--- src/rtl/npc_fetch_pkg.sv ---
// rtl/npc_fetch_pkg.sv - shared next-PC select encodings, PC defaults and offset helper
package npc_fetch_pkg;

  // Next-PC select codes produced by the branch/jump resolver
  localparam logic [1:0] NPC_PLUS4    = 2'b00;
  localparam logic [1:0] NPC_BRANCH   = 2'b01;
  localparam logic [1:0] NPC_JUMP_IMM = 2'b10;
  localparam logic [1:0] NPC_JUMP_REG = 2'b11;

  // Default PC after reset and default redirect for a misaligned register jump
  localparam logic [31:0] RESET_PC_DEFAULT   = 32'h0000_3000;
  localparam logic [31:0] EXC_VECTOR_DEFAULT = 32'h0000_4180;

  // Sign-extended 16-bit branch offset, converted from words to bytes
  function automatic logic [31:0] branch_offset(input logic [15:0] imm16);
    return {{14{imm16[15]}}, imm16, 2'b00};
  endfunction

endpackage

--- src/rtl/npc_fetch_npc_calc.sv ---
// rtl/npc_fetch_npc_calc.sv - combinational next-PC select, alignment check under NPC_ALIGN_CHECK_EN
module npc_calc
  import npc_fetch_pkg::*;
#(
  parameter logic [31:0] EXC_VECTOR = EXC_VECTOR_DEFAULT
) (
  input  logic [31:0] pc,
  input  logic [1:0]  NPCOp,
  input  logic [25:0] Imm,
  input  logic [31:0] RegTarget,
  output logic [31:0] npc,
  output logic [31:0] pc_plus4,
  output logic        misaligned
);

  logic [31:0] base_npc;

  assign pc_plus4 = pc + 32'd4;

`ifdef NPC_ALIGN_CHECK_EN
  // A register jump to a non-word address is redirected to the exception vector
  assign misaligned = (NPCOp == NPC_JUMP_REG) && (RegTarget[1:0] != 2'b00);
`else
  assign misaligned = 1'b0;
`endif

  // Select the architectural next PC; all arithmetic wraps modulo 2^32
  always_comb begin
    base_npc = pc_plus4;
    case (NPCOp)
      NPC_PLUS4:    base_npc = pc_plus4;
      NPC_BRANCH:   base_npc = pc_plus4 + branch_offset(Imm[15:0]);
      NPC_JUMP_IMM: base_npc = {pc_plus4[31:28], Imm, 2'b00};
      NPC_JUMP_REG: base_npc = RegTarget;
      default:      base_npc = pc_plus4;
    endcase
  end

  assign npc = misaligned ? EXC_VECTOR : base_npc;

endmodule

--- src/rtl/npc_fetch.sv ---
// rtl/npc_fetch.sv - PC register and single-outstanding fetch FSM (align check via NPC_ALIGN_CHECK_EN)
module npc_fetch
  import npc_fetch_pkg::*;
#(
  parameter logic [31:0] RESET_PC   = RESET_PC_DEFAULT,
  parameter logic [31:0] EXC_VECTOR = EXC_VECTOR_DEFAULT
) (
  input  logic        clk,
  input  logic        rstn,
  input  logic [1:0]  NPCOp,
  input  logic [25:0] Imm,
  input  logic [31:0] RegTarget,
  input  logic        resolve,
  input  logic        stall,
  output logic        imem_req,
  output logic [31:0] imem_addr,
  input  logic        imem_ack,
  input  logic [31:0] imem_rdata,
  output logic [31:0] pc_out,
  output logic [31:0] pc_plus4,
  output logic [31:0] instr_out,
  output logic        instr_valid,
  output logic        align_fault
);

  localparam logic [0:0] ST_FETCH = 1'b0;
  localparam logic [0:0] ST_HELD  = 1'b1;

  logic [0:0]  state;
  logic [31:0] pc_q;
  logic [31:0] instr_q;
  logic        valid_q;
  logic        fault_q;
  logic [31:0] npc;
  logic        misaligned;
  logic        accept;

  npc_calc #(
    .EXC_VECTOR (EXC_VECTOR)
  ) u_npc_calc (
    .pc         (pc_q),
    .NPCOp      (NPCOp),
    .Imm        (Imm),
    .RegTarget  (RegTarget),
    .npc        (npc),
    .pc_plus4   (pc_plus4),
    .misaligned (misaligned)
  );

  // stall overrides resolve; resolve only matters while an instruction is held
  assign accept = (state == ST_HELD) && resolve && !stall;

  // Request is gated by rstn so it drops the instant reset asserts, not at the next edge
  assign imem_req    = rstn && (state == ST_FETCH);
  assign imem_addr   = pc_q;
  assign pc_out      = pc_q;
  assign instr_out   = instr_q;
  assign instr_valid = valid_q;
  assign align_fault = fault_q;

  // FSM and architectural state: latch on ack in FETCH, redirect PC on accepted resolve in HELD
  always_ff @(posedge clk or negedge rstn) begin
    if (!rstn) begin
      state   <= ST_FETCH;
      pc_q    <= RESET_PC;
      instr_q <= 32'h0;
      valid_q <= 1'b0;
      fault_q <= 1'b0;
    end else begin
      fault_q <= 1'b0;
      case (state)
        ST_FETCH: begin
          if (imem_ack) begin
            instr_q <= imem_rdata;
            valid_q <= 1'b1;
            state   <= ST_HELD;
          end
        end
        ST_HELD: begin
          if (accept) begin
            pc_q    <= npc;
            valid_q <= 1'b0;
            fault_q <= misaligned;
            state   <= ST_FETCH;
          end
        end
        default: state <= ST_FETCH;
      endcase
    end
  end

endmodule

--- config.mk ---
export PLATFORM = sky130hd
export DESIGN_NAME = npc_fetch
export DESIGN_NICKNAME = d
export VERILOG_FILES = /design/src/rtl/npc_fetch_pkg.sv /design/src/rtl/npc_fetch_npc_calc.sv /design/src/rtl/npc_fetch.sv
export SDC_FILE = /design/constraint.sdc
export NUM_CORES = 1
export LEC_CHECK = 0
export BUFFER_PORTS_ARGS = -buffer_cell sky130_fd_sc_hd__buf_2
export CORE_UTILIZATION = 50
export DETAILED_ROUTE_END_ITERATION = 7
export GPL_TIMING_DRIVEN = 0
export PLACE_DENSITY_LB_ADDON = 0.05
export RECOVER_POWER = 50
export SYNTH_ARGS = -nofsm -noshare
export SYNTH_HDL_FRONTEND = slang
export SYNTH_HIERARCHICAL = 1
export SYNTH_SLANG_ARGS = --single-unit
--- constraint.sdc ---
create_clock -name clk -period 9.4 [get_ports clk]
set_input_delay 0.94 -clock clk [delete_from_list [all_inputs] [get_ports clk]]
set_output_delay 0.94 -clock clk [all_outputs]
set_load 0.005 [all_outputs]
=== Word level (Yosys, flattened, before mapping) ===
Cells that the tools add are included.

* Add/subtract/negate cells: 2
* Eq/ne operators: 5
* Mux-type cells: 7
* Bitwise gates (word level): 1
* Reduce and logical (&&, ||, !) cells: 8

{| class="wikitable"
|+ Operators by type and width
! cell !! number
|-
| $pmux 32 s4 || 1
|-
| $add 32x3->32 const B || 1
|-
| $add 32x32->32 || 1
|-
| $reduce_and 2->1 || 3
|-
| $eq 2x2->1 const B || 2
|-
| $mux 1 || 4
|-
| $pmux 1 s2 || 2
|-
| $logic_and 1x1->1 || 3
|-
| $eq 2x1->1 const B || 1
|-
| $logic_not 2->1 || 1
|-
| $ne 2x1->1 const B || 1
|-
| $ne 2x2->1 const B || 1
|-
| $logic_not 1->1 || 1
|-
| $not 1->1 || 1
|}

* Flip-flop bits (word level): 66

=== Longest topological paths before layout ===
Gate-level depths: netlist (run 1).

* Word-level depth: 4
* Depth in mapped cells: 17
* Depth with buffers taken out: 16

=== Modules after synthesis ===
The synthesis (run 1) kept the hierarchy.

{| class="wikitable"
|+ By module, submodules not included
! module !! instances !! cells an instance !! area each (um2) !! sequential area each (um2)
|-
| npc_fetch || 1 || 179 || 3041.7 || 1679.1
|-
| npc_calc || 1 || 389 || 3032.9 || 0.0
|}

=== Least setup slack after synthesis (run 1) ===
OpenSTA, ideal clock, no wires.

* Path type: register -> register
* Start point: reg pc_q[2], in the netlist imem_addr[2]
* End point: reg pc_q[25], in the netlist imem_addr[25]
* Setup time: 0.125 ns
* Arrival time: 3.607 ns
* Data required time: 9.275 ns
* Setup slack: 5.668 ns
* Stages on the path, launching flop included: 16
* Clock period less this slack: 3.732 ns
* Path through: dfrtp_1 ha_1 nand4_1 nor2_1 nand4_1 nor2_1 xor2_1 ha_1 a21o_1 o21bai_1 a31o_1 o21bai_1 a221oi_2 xnor2_1 mux4_2 mux2_4

* Word-level cells in the longest chain between the ends: 3

{| class="wikitable"
|+ RTL lines
! element !! line !! source
|-
| start: declaration || npc_fetch.sv:30 || <nowiki>logic [31:0] pc_q;</nowiki>
|-
| start signal: assignment || npc_fetch.sv:81 || <nowiki>pc_q <= npc;</nowiki>
|-
| $add 32x3->32 || npc_fetch_npc_calc.sv:18 || <nowiki>assign pc_plus4 = pc + 32'd4;</nowiki>
|-
| via pc_plus4[16] || npc_fetch.sv:20 || <nowiki>output logic [31:0] pc_plus4,</nowiki>
|-
| $add 32x32->32 || npc_fetch_npc_calc.sv:32 || <nowiki>NPC_BRANCH: base_npc = pc_plus4 + branch_offset(Imm[15:0]);</nowiki>
|-
| $pmux 32 s4 || npc_fetch_npc_calc.sv:30 || <nowiki>case (NPCOp)</nowiki>
|-
| via npc[25] || npc_fetch.sv:34 || <nowiki>logic [31:0] npc;</nowiki>
|}

The timed path passes the listed nets, and every way through them passes these cells.
A chain may end at the register's enable or synchronous reset.

=== Worst setup path after layout (run 1) ===
* Start point: in rstn
* End point: out imem_req

* Word-level cells in the longest chain between the ends: 1

{| class="wikitable"
|+ RTL lines
! element !! line !! source
|-
| start: declaration || npc_fetch.sv:9 || <nowiki>input logic rstn,</nowiki>
|-
| $logic_and 1x1->1 || npc_fetch.sv:54 || <nowiki>assign imem_req = rstn && (state == ST_FETCH);</nowiki>
|-
| end: declaration || npc_fetch.sv:15 || <nowiki>output logic imem_req,</nowiki>
|}

No other way between the ends.

==> flow_summary.ini, run 1 <==
[status]
outcome = complete, but fails checks
violations = design-rule violations, max-capacitance violations, max-slew violations

[clock_tree]
clockBufferDepth = 2
cts_buffers = 9
post_cts_resized = 0
clkLatencyLatePin_ps = 330
clk_pin_slew_worst_paths_ps = 50
root_buffer = clkbuf_16
cts_sinks = 67
post-cts-setup-buffers = 0
ctsHtreeMaxLevel = 3
cts_tree = done
cts_hold_buf = 0

[placement]
port-buffer-count = 225
gp_congestion = 0.929
place.detailed.hpwl_um = 14200

[grt]
grt_pass1_vias = 5115
grt_util_all_layers_pct = 28.3
antenna_found_initial = 0
grt_pass1_wl_um = 27400
grt_max_degree = 69
grt-ovfl-total = 0

[drt]
wl_um = 17700
drtAntennaViolNets = 0
initialDrtViolationCount = 470
avgRoutedWirePerCell_um = 18.6
drtPass1Iterations = 8
vias_per_cell = 5.66
via_count = 5391
drc = 20

[pwr]
leakagePower_nw = 3.69
finalPower_mw = 2.43
p_per_area_nw_per_um2 = 326
vdd_drop_max_v = 0.000155

[sta]
rsz0062_at_grt = no
finalSetupViolCount = 0
skew_ps = 5.57
min_period_over_period_pct = 52.3
hold_violations = 0
max_freq_mhz = 204
tns_ps = 0
period_minus_slack_ps = 4910
worst_pin_slew_ps = 3530
relSlewSlack_pct = -135
slew_violations = 69

[logic_synthesis]
ys_ff_latch = 67
synthArstFlopShare_pct = 100
yosys.area.top_type = dfrtp_1
synth_flop_cell = dfrtp_1
synth_area_leaders = dfrtp_1 27%, mux2_4 15%, mux4_2 7.0%
syn-cell-area_um2 = 6070
synthesis.nets = 700
synth_cells = 568
ys_types = 71
synth_top_area_share_pct = 26.8
ys_seq_area_share_pct = 27.6
synth-edff-count = 0
syn_area_per_cell_um2 = 10.7
ys_warn_count = 6

[layout]
diodes = 0
drive_gt1_share_pct = 42.8
fin_nets = 936
fillCellCount = 1040
syn2layout_area_growth_pct = 22.9

[worst_setup_path]
crit_path_start_kind = primary input
r2r_slack_ps = 4860
r2r_cells = 15
cp.arrival_ps = 3970
reg2reg_from = imem_addr[2]
endpoint_kind = primary output
crit_fanout = 68
critPathRequiredTime_ps = 8460
path_class = primary input to primary output
reg2reg_to = imem_addr[25]

[worst_hold_path]
min_path_cells = 1
hp-class = register to register
min_to = instr_out[16]
worstHoldStart = instr_out[16]

[die]
start_util_pct = 52.3
core_um2 = 11600
io_pins = 228
fp.dieH_um = 112
die_width_um = 112
row_count = 39
dieArea_um2 = 12600

[job]
drv_cap = 1
==> synth_stat cells (3+ instances only) <==
library cell,n
dfrtp_1,65
mux2_4,59
buf_4,35
ha_1,34
xnor2_1,34
nor2_1,32
nand2_1,30
a21oi_1,26
mux4_2,19
xor2_1,19
a21o_1,16
inv_1,16
nand3_1,14
nand4_1,14
buf_6,9
o21ai_0,9
a31oi_1,8
mux2i_1,8
nor3_1,8
clkbuf_1,7
mux2_2,7
o21bai_1,7
a221o_1,6
nand2b_1,6
nor2b_1,6
and3_1,5
o21a_1,5
o22ai_1,5
o21ai_1,4
and2_1,3
and4_1,3
buf_12,3
o211ai_1,3
==> cell type report <==
class	count	area [µm²]	area share [%]
Inverter	16	60.1	0.804
Clock buffer	9	225	3.02
Buffer	59	428	5.73
Timing Repair Buffer	225	1110	14.9
Multi-Input combinational cell	426	3730	50.0
Clock inverter	7	52.6	0.704
Sequential cell	67	1680	22.5
Tap cell	143	179	2.40
==> cell families after synthesis <==
family | synth area share [%]
other | 0.0617
AOI/OAI and AO/OA | 12.4
and+or+nand+nor | 11.8
DFF | 27.6
buffers and inverters | 8.96
xor gates and xnor gates | 7.64
muxes | 24.2
adders and majority gates | 7.33
==> per-stage QoR <==
step	hold slack, ps	worst slack (ps)	cells	utilization (%)	instance area, µm²
global placement	486	5080	936	63.5	7380
finish	481	4490	952	64.3	7470
global route	500	3860	952	64.3	7470
floorplan	505	5670	568	-	6070
CTS	505	4970	952	66.0	7660
detailed placement	488	5060	936	63.6	7380
==> layer usage <==
metal	up-vias	global-route usage [%]	share of wire [%]
met5	-	0	0
met4	0	9.16	2.3
met3	31	3.67	7.8
met2	254	47.3	48
met1	2581	38.1	42
li1	2525	-	-
==> cell usage in the layout, fill, tap and decap left out, drive strengths merged, types with 14 or more instances in the layout <==
| cell type | synthesis | routed |
|---|---|---|
| o21ai | 14 | 14 |
| mux4 | 19 | 19 |
| nand2 | 30 | 30 |
| buf | 50 | 258 |
| nand3 | 15 | 15 |
| xnor2 | 34 | 34 |
| a21oi | 27 | 27 |
| a21o | 17 | 17 |
| inv | 16 | 17 |
| clkbuf | 9 | 35 |
| dfrtp | 65 | 65 |
| nor2 | 32 | 32 |
| ha | 34 | 34 |
| xor2 | 19 | 19 |
| mux2 | 66 | 66 |
| nand4 | 15 | 15 |
==> critical path: stages <==
cell and delay, ps:
clkbuf_1 2440, and2b_2 430, buf_2 130
==> registers in the layout (all words and copies together) (netlist names) <==
signal / cells
instr_valid: 1
state: 1
instr_out: 32
imem_addr: 32
align_fault: 1
==> worst max path at each step <==
stage / startpoint / to / slack, ps
after detailed placement: imem_addr[2] / imem_addr[25] / 5060
after global routing: rstn / imem_req / 3860
after floorplan: imem_addr[2] / imem_addr[25] / 5670
after CTS: imem_addr[2] / imem_addr[25] / 4970
after global placement: imem_addr[2] / imem_addr[25] / 5080
final: rstn / imem_req / 4490
==> where the power goes <==
part | switching, mW | internal (mW) | total (mW) | leakage, nW
registers | 0.158 | 0.399 | 0.557 | 0.788
logic | 0.762 | 0.808 | 1.57 | 2.78
clock network | 0.127 | 0.179 | 0.306 | 0.124
No activity file was read; power rests on OpenSTA's default activity.
==> run 2, diff against run 1 <==
- CORE_UTILIZATION: 50 -> 46
- clock period: 9.4 -> 4.5 ns (I/O delays scaled with it)
==> run 2 against run 1 <==
The run now ends clean. Worst setup slack got worse by 4300 ps. Power rose by 110%. Highest routed layer unchanged. Clock-buffer cell count rose by 1. Non-clock buffer count rose by 2. Sequential share of layout area fell by 0.35 points. Utilization fell by 4.6 points. Die area rose by 8.5%. Wire length rose by 0.69%. Sequential power rose by 110%. Final cell count rose by 3.5%. Clock power rose by 130%. Critical path depth rose by 13. Critical path type is now register to register.
==> flow_summary.ini, run 2 (synthesized netlist as in run 1, its figures left out) <==
[drt]
via_count = 5354
drc = 0
drtAntennaViolNets = 0
vias_per_cell = 5.44
avgRoutedWirePerCell_um = 18.1
initialDrtViolationCount = 352
wl_um = 17800
drtPass1Iterations = 5

[clock_tree]
clockBufferDepth = 2
cts_tree = done
ctsHtreeMaxLevel = 3
cts_sinks = 67
cts_hold_buf = 0
root_buffer = clkbuf_16
clk_pin_slew_worst_paths_ps = 60
clkLatencyLatePin_ps = 330
cts_buffers = 9

[layout]
utilization_pct = 59.7
final_area_um2 = 7590
syn2layout_area_growth_pct = 25.0
drive_gt1_share_pct = 42.9
layout_common_cells = 198 x buf_2, 64 x dfrtp_1, 38 x buf_4
fin_nets = 938
layout_commonest_cell = buf_2

[die]
die_width_um = 117
io_pins = 228
start_util_pct = 47.7
core_um2 = 12700
dieArea_um2 = 13700
row_count = 41
fp.dieH_um = 117

[grt]
grt_pass1_wl_um = 26300
grt_max_degree = 69
grt_util_all_layers_pct = 25.7
grt-ovfl-total = 0
antenna_found_initial = 2
grt_pass1_vias = 4970

[worst_hold_path]
hp-class = primary input to asynchronous set/reset pin

[worst_setup_path]
critPathRequiredTime_ps = 4720
reg2reg_to = imem_addr[27]
r2r_slack_ps = 160
path_class = register to register
crit_path_start_kind = register
crit_fanout = 6
endpoint_kind = register
r2r_cells = 16
cp.arrival_ps = 4550
reg2reg_from = imem_addr[3]

[sta]
skew_ps = 6.49
finalSetupViolCount = 0
max_freq_mhz = 231
hold_violations = 0
rsz0062_at_grt = yes
worst_pin_slew_ps = 914
relSlewSlack_pct = 39.1
slew_violations = 0
min_period_over_period_pct = 96.4
period_minus_slack_ps = 4340

[pwr]
p_per_area_nw_per_um2 = 679
vdd_drop_max_v = 0.000260
leakagePower_nw = 3.71

[placement]
place.detailed.hpwl_um = 14300
dpl-instance-area_um2 = 7420
port-buffer-count = 225
gp_congestion = 0.925

[job]
drv_cap = 0

[status]
outcome = finished, final reports clean
-- run 2: changes by cell type in the layout (fill, tap and decap cells not counted), sizes merged --
cell,before,now
diode,0,2
buf,258,247
clkinvlp,4,2
bufinv,0,1
clkbuf,35,49
-- run 2: layout make-up --
cell class,count,area [µm²]
fill,1135,5130
timing repair buffer,227,1110
clock buffer,10,239
sequential,67,1680
inverter,16,60.1
antenna,2,5.00
tap,172,215
clock inverter,6,63.8
multi-input combinational,426,3790
buffer,59,428
-- run 2: timing repair --
action / 4_1_cts / 5_1_grt
endpoints found under the setup margin: 0 / 10
gates resized for setup: 0 / 9
setup buffers: 0 / 2
-- run 2: power breakdown --
part | internal [mW] | switching (mW)
sequential | 0.833 | 0.339
combinational | 1.70 | 1.58
clock | 0.443 | 0.259
total | 2.98 | 2.18
-- run 2: layer usage --
metal  global-route usage [%]  share of wire, %  routed length, µm
met2                     43.4                48               8600
met4                     9.11               1.4                257
met1                     34.2                44               7880
met3                     3.04               6.2               1110
met5                        0                 0                  0
-- run 2: worst max path at each step --
stage	startpoint	end	slack, ps	cells past startpoint
final	imem_addr[3]	imem_addr[27]	160	16
after global routing	imem_addr[3]	imem_addr[31]	-40	16
after CTS	imem_addr[2]	imem_addr[25]	20	15
after detailed placement	imem_addr[2]	imem_addr[25]	60	15
after global placement	imem_addr[2]	imem_addr[25]	130	15
after floorplan	imem_addr[2]	imem_addr[25]	770	15
-- run 2: stage by stage --
step | setup TNS (ps) | instances | hold slack, ps | power (mW) | setup slack, ps
after global routing | -35.2 | 985 | 287 | 5.54 | -35.2
after global placement | 0 | 965 | 486 | 4.42 | 135
after detailed placement | 0 | 965 | 487 | 4.46 | 60.2
after CTS | 0 | 981 | 257 | 5.19 | 23.5
after floorplan | 0 | 568 | 154 | 3.36 | 768
final | 0 | 985 | 215 | 5.16 | 163
-- run 2: worst max-delay path: stages, from the launching register on --
cell	delay, ps
dfrtp_1	450
ha_1	260
nand4_1	230
nor2_2	250
nand4_1	220
buf_4	220
xnor2_2	160
ha_1	410
nand4_1	190
or2_1	280
a211o_1	280
a31oi_1	310
nor2_1	120
o21ai_1	160
xor2_1	110
a221o_1	320
mux2_4	270
==> run 3, diff against run 2 <==
- CORE_MARGIN: not set -> 2
- clock period: 4.5 -> 3.9 ns (I/O delays scaled with it)
==> run 3 against run 2 <==
The run now ends with max-capacitance violations, max-slew violations, negative setup slack left. Combinational power grew 31%. Clock-buffer cell count did not move. Power is 27% higher. Maximum frequency up 11%. Critical path depth stayed put. Largest cell class unchanged.
==> flow_summary.ini, run 3 (synthesized netlist as in run 1, its figures left out) <==
[worst_setup_path]
cp.arrival_ps = 4120
cpLargestDelayFamily = simple AND/OR/NAND/NOR gates
path_class = register to register
endpoint_kind = register
path_buf_inv = 1
crit_path_start_kind = register
slowest_delay_ps = 410
critPathRequiredTime_ps = 4120
slowest_stage = dfrtp_2
crit_fanout = 5
path_cells = nand4_1 > nor3_4 > and4_4 > nand4_1 > xnor2_2 > ha_1 > buf_6 > nand4_4 > or2_4 > a211o_4 > a31oi_4 > o2111ai_1 > and3b_2 > nor3_2 > nor3_2 > mux2_4

[sta]
tns_ps = -0.571
finalSetupViolCount = 1
fin_ws_ps = -0.571
fin_hold_ws_ps = 274
period_minus_slack_ps = 3900
slew_violations = 69
rsz0062_at_grt = yes
relSlewSlack_pct = -10.7
min_period_over_period_pct = 100
hold_violations = 0
max_freq_mhz = 256
worst_pin_slew_ps = 1660
skew_ps = 5.43

[clock_tree]
ctsHtreeMaxLevel = 3
cts_sinks = 67
root_buffer = clkbuf_16
clockBufferDepth = 2
cts_tree = done
clk_pin_slew_worst_paths_ps = 60
clkLatencyLatePin_ps = 330
cts_buffers = 9

[drt]
via_count = 5558
wl_um = 18900
initialDrtViolationCount = 399
drc = 0
drtAntennaViolNets = 0
avgRoutedWirePerCell_um = 18.7
drtPass1Iterations = 5
vias_per_cell = 5.48

[grt]
grt_pass1_vias = 5343
grt_util_all_layers_pct = 25.6
grt-ovfl-total = 0
grt_pass1_wl_um = 28600
grt_max_degree = 69
antenna_found_initial = 0

[worst_hold_path]
hp-class = primary input to register

[status]
outcome = complete, but fails checks
violations = max-capacitance violations, max-slew violations, negative setup slack

[placement]
port-buffer-count = 225
gp_congestion = 0.949
place.detailed.hpwl_um = 14400

[pwr]
leakagePower_nw = 4.00
p_per_area_nw_per_um2 = 794
vdd_drop_max_v = 0.000361

[layout]
layout_common_cells = 204 x buf_2, 67 x buf_4, 54 x dfrtp_1
syn2layout_area_growth_pct = 36.1
fillCellCount = 1066
layout_commonest_cell = buf_2
diodes = 0
fin_nets = 969
drive_gt1_share_pct = 52.9

[die]
dieArea_um2 = 14100
core_um2 = 12800
start_util_pct = 47.6
die_width_um = 119
fp.dieH_um = 119
io_pins = 228
row_count = 41

[job]
drv_cap = 1
==> run 3: path summary, 6_finish.rpt <==
path                                start       endpoint  slack (ps)  cells past startpoint
max                         imem_addr[10]  imem_addr[31]        -0.6                     16
min                        imem_rdata[27]  instr_out[27]         270                      2
max reg2reg                 imem_addr[10]  imem_addr[31]        -0.6                     16
min reg2reg                 instr_out[13]  instr_out[13]         480                      1
max in group asynchronous            rstn   imem_addr[9]        2300                      1
min in group asynchronous            rstn   instr_out[3]         460                      1
==> run 3: where the power goes <==
group | internal (mW) | switching (mW)
clock | 0.576 | 0.299
sequential | 0.972 | 0.406
combinational | 2.30 | 2.01
==> run 3: final cells by class <==
class	count	area (µm²)	area share [%]
clock inverter	6	88.8	1.07
multi-input combinational	426	4180	50.5
clock buffer	10	239	2.89
tap	172	215	2.60
buffer	58	424	5.13
timing repair buffer	259	1370	16.6
sequential	67	1690	20.5
inverter	16	60.1	0.727
==> run 3: per-layer routing <==
metal	share of wire, %	GRT usage (%)	up-vias
met5	0	0	-
met4	2.7	10.2	0
met3	5.4	3.16	39
met2	49	42.7	233
met1	43	33.6	2692
li1	-	-	2594
==> run 3: what timing repair did <==
action                     CTS  global route
hold endpoints to repair     0             0
gates resized for setup     30            47
setup buffers                8            26
pin swaps                   12            34
hold buffers                 0             0
setup endpoints to repair   13            15
==> run 3: metrics by stage <==
step	util (%)	instance area, µm²	instances	power (mW)	worst slack, ps
detailed placement	58.1	7420	965	5.15	-499
finish	64.7	8270	1014	6.57	-0.571
floorplan	-	6070	568	3.88	168
CTS	62.0	7920	989	6.17	0.728
global route	64.7	8270	1014	6.99	-126
global placement	58.1	7420	965	5.10	-473
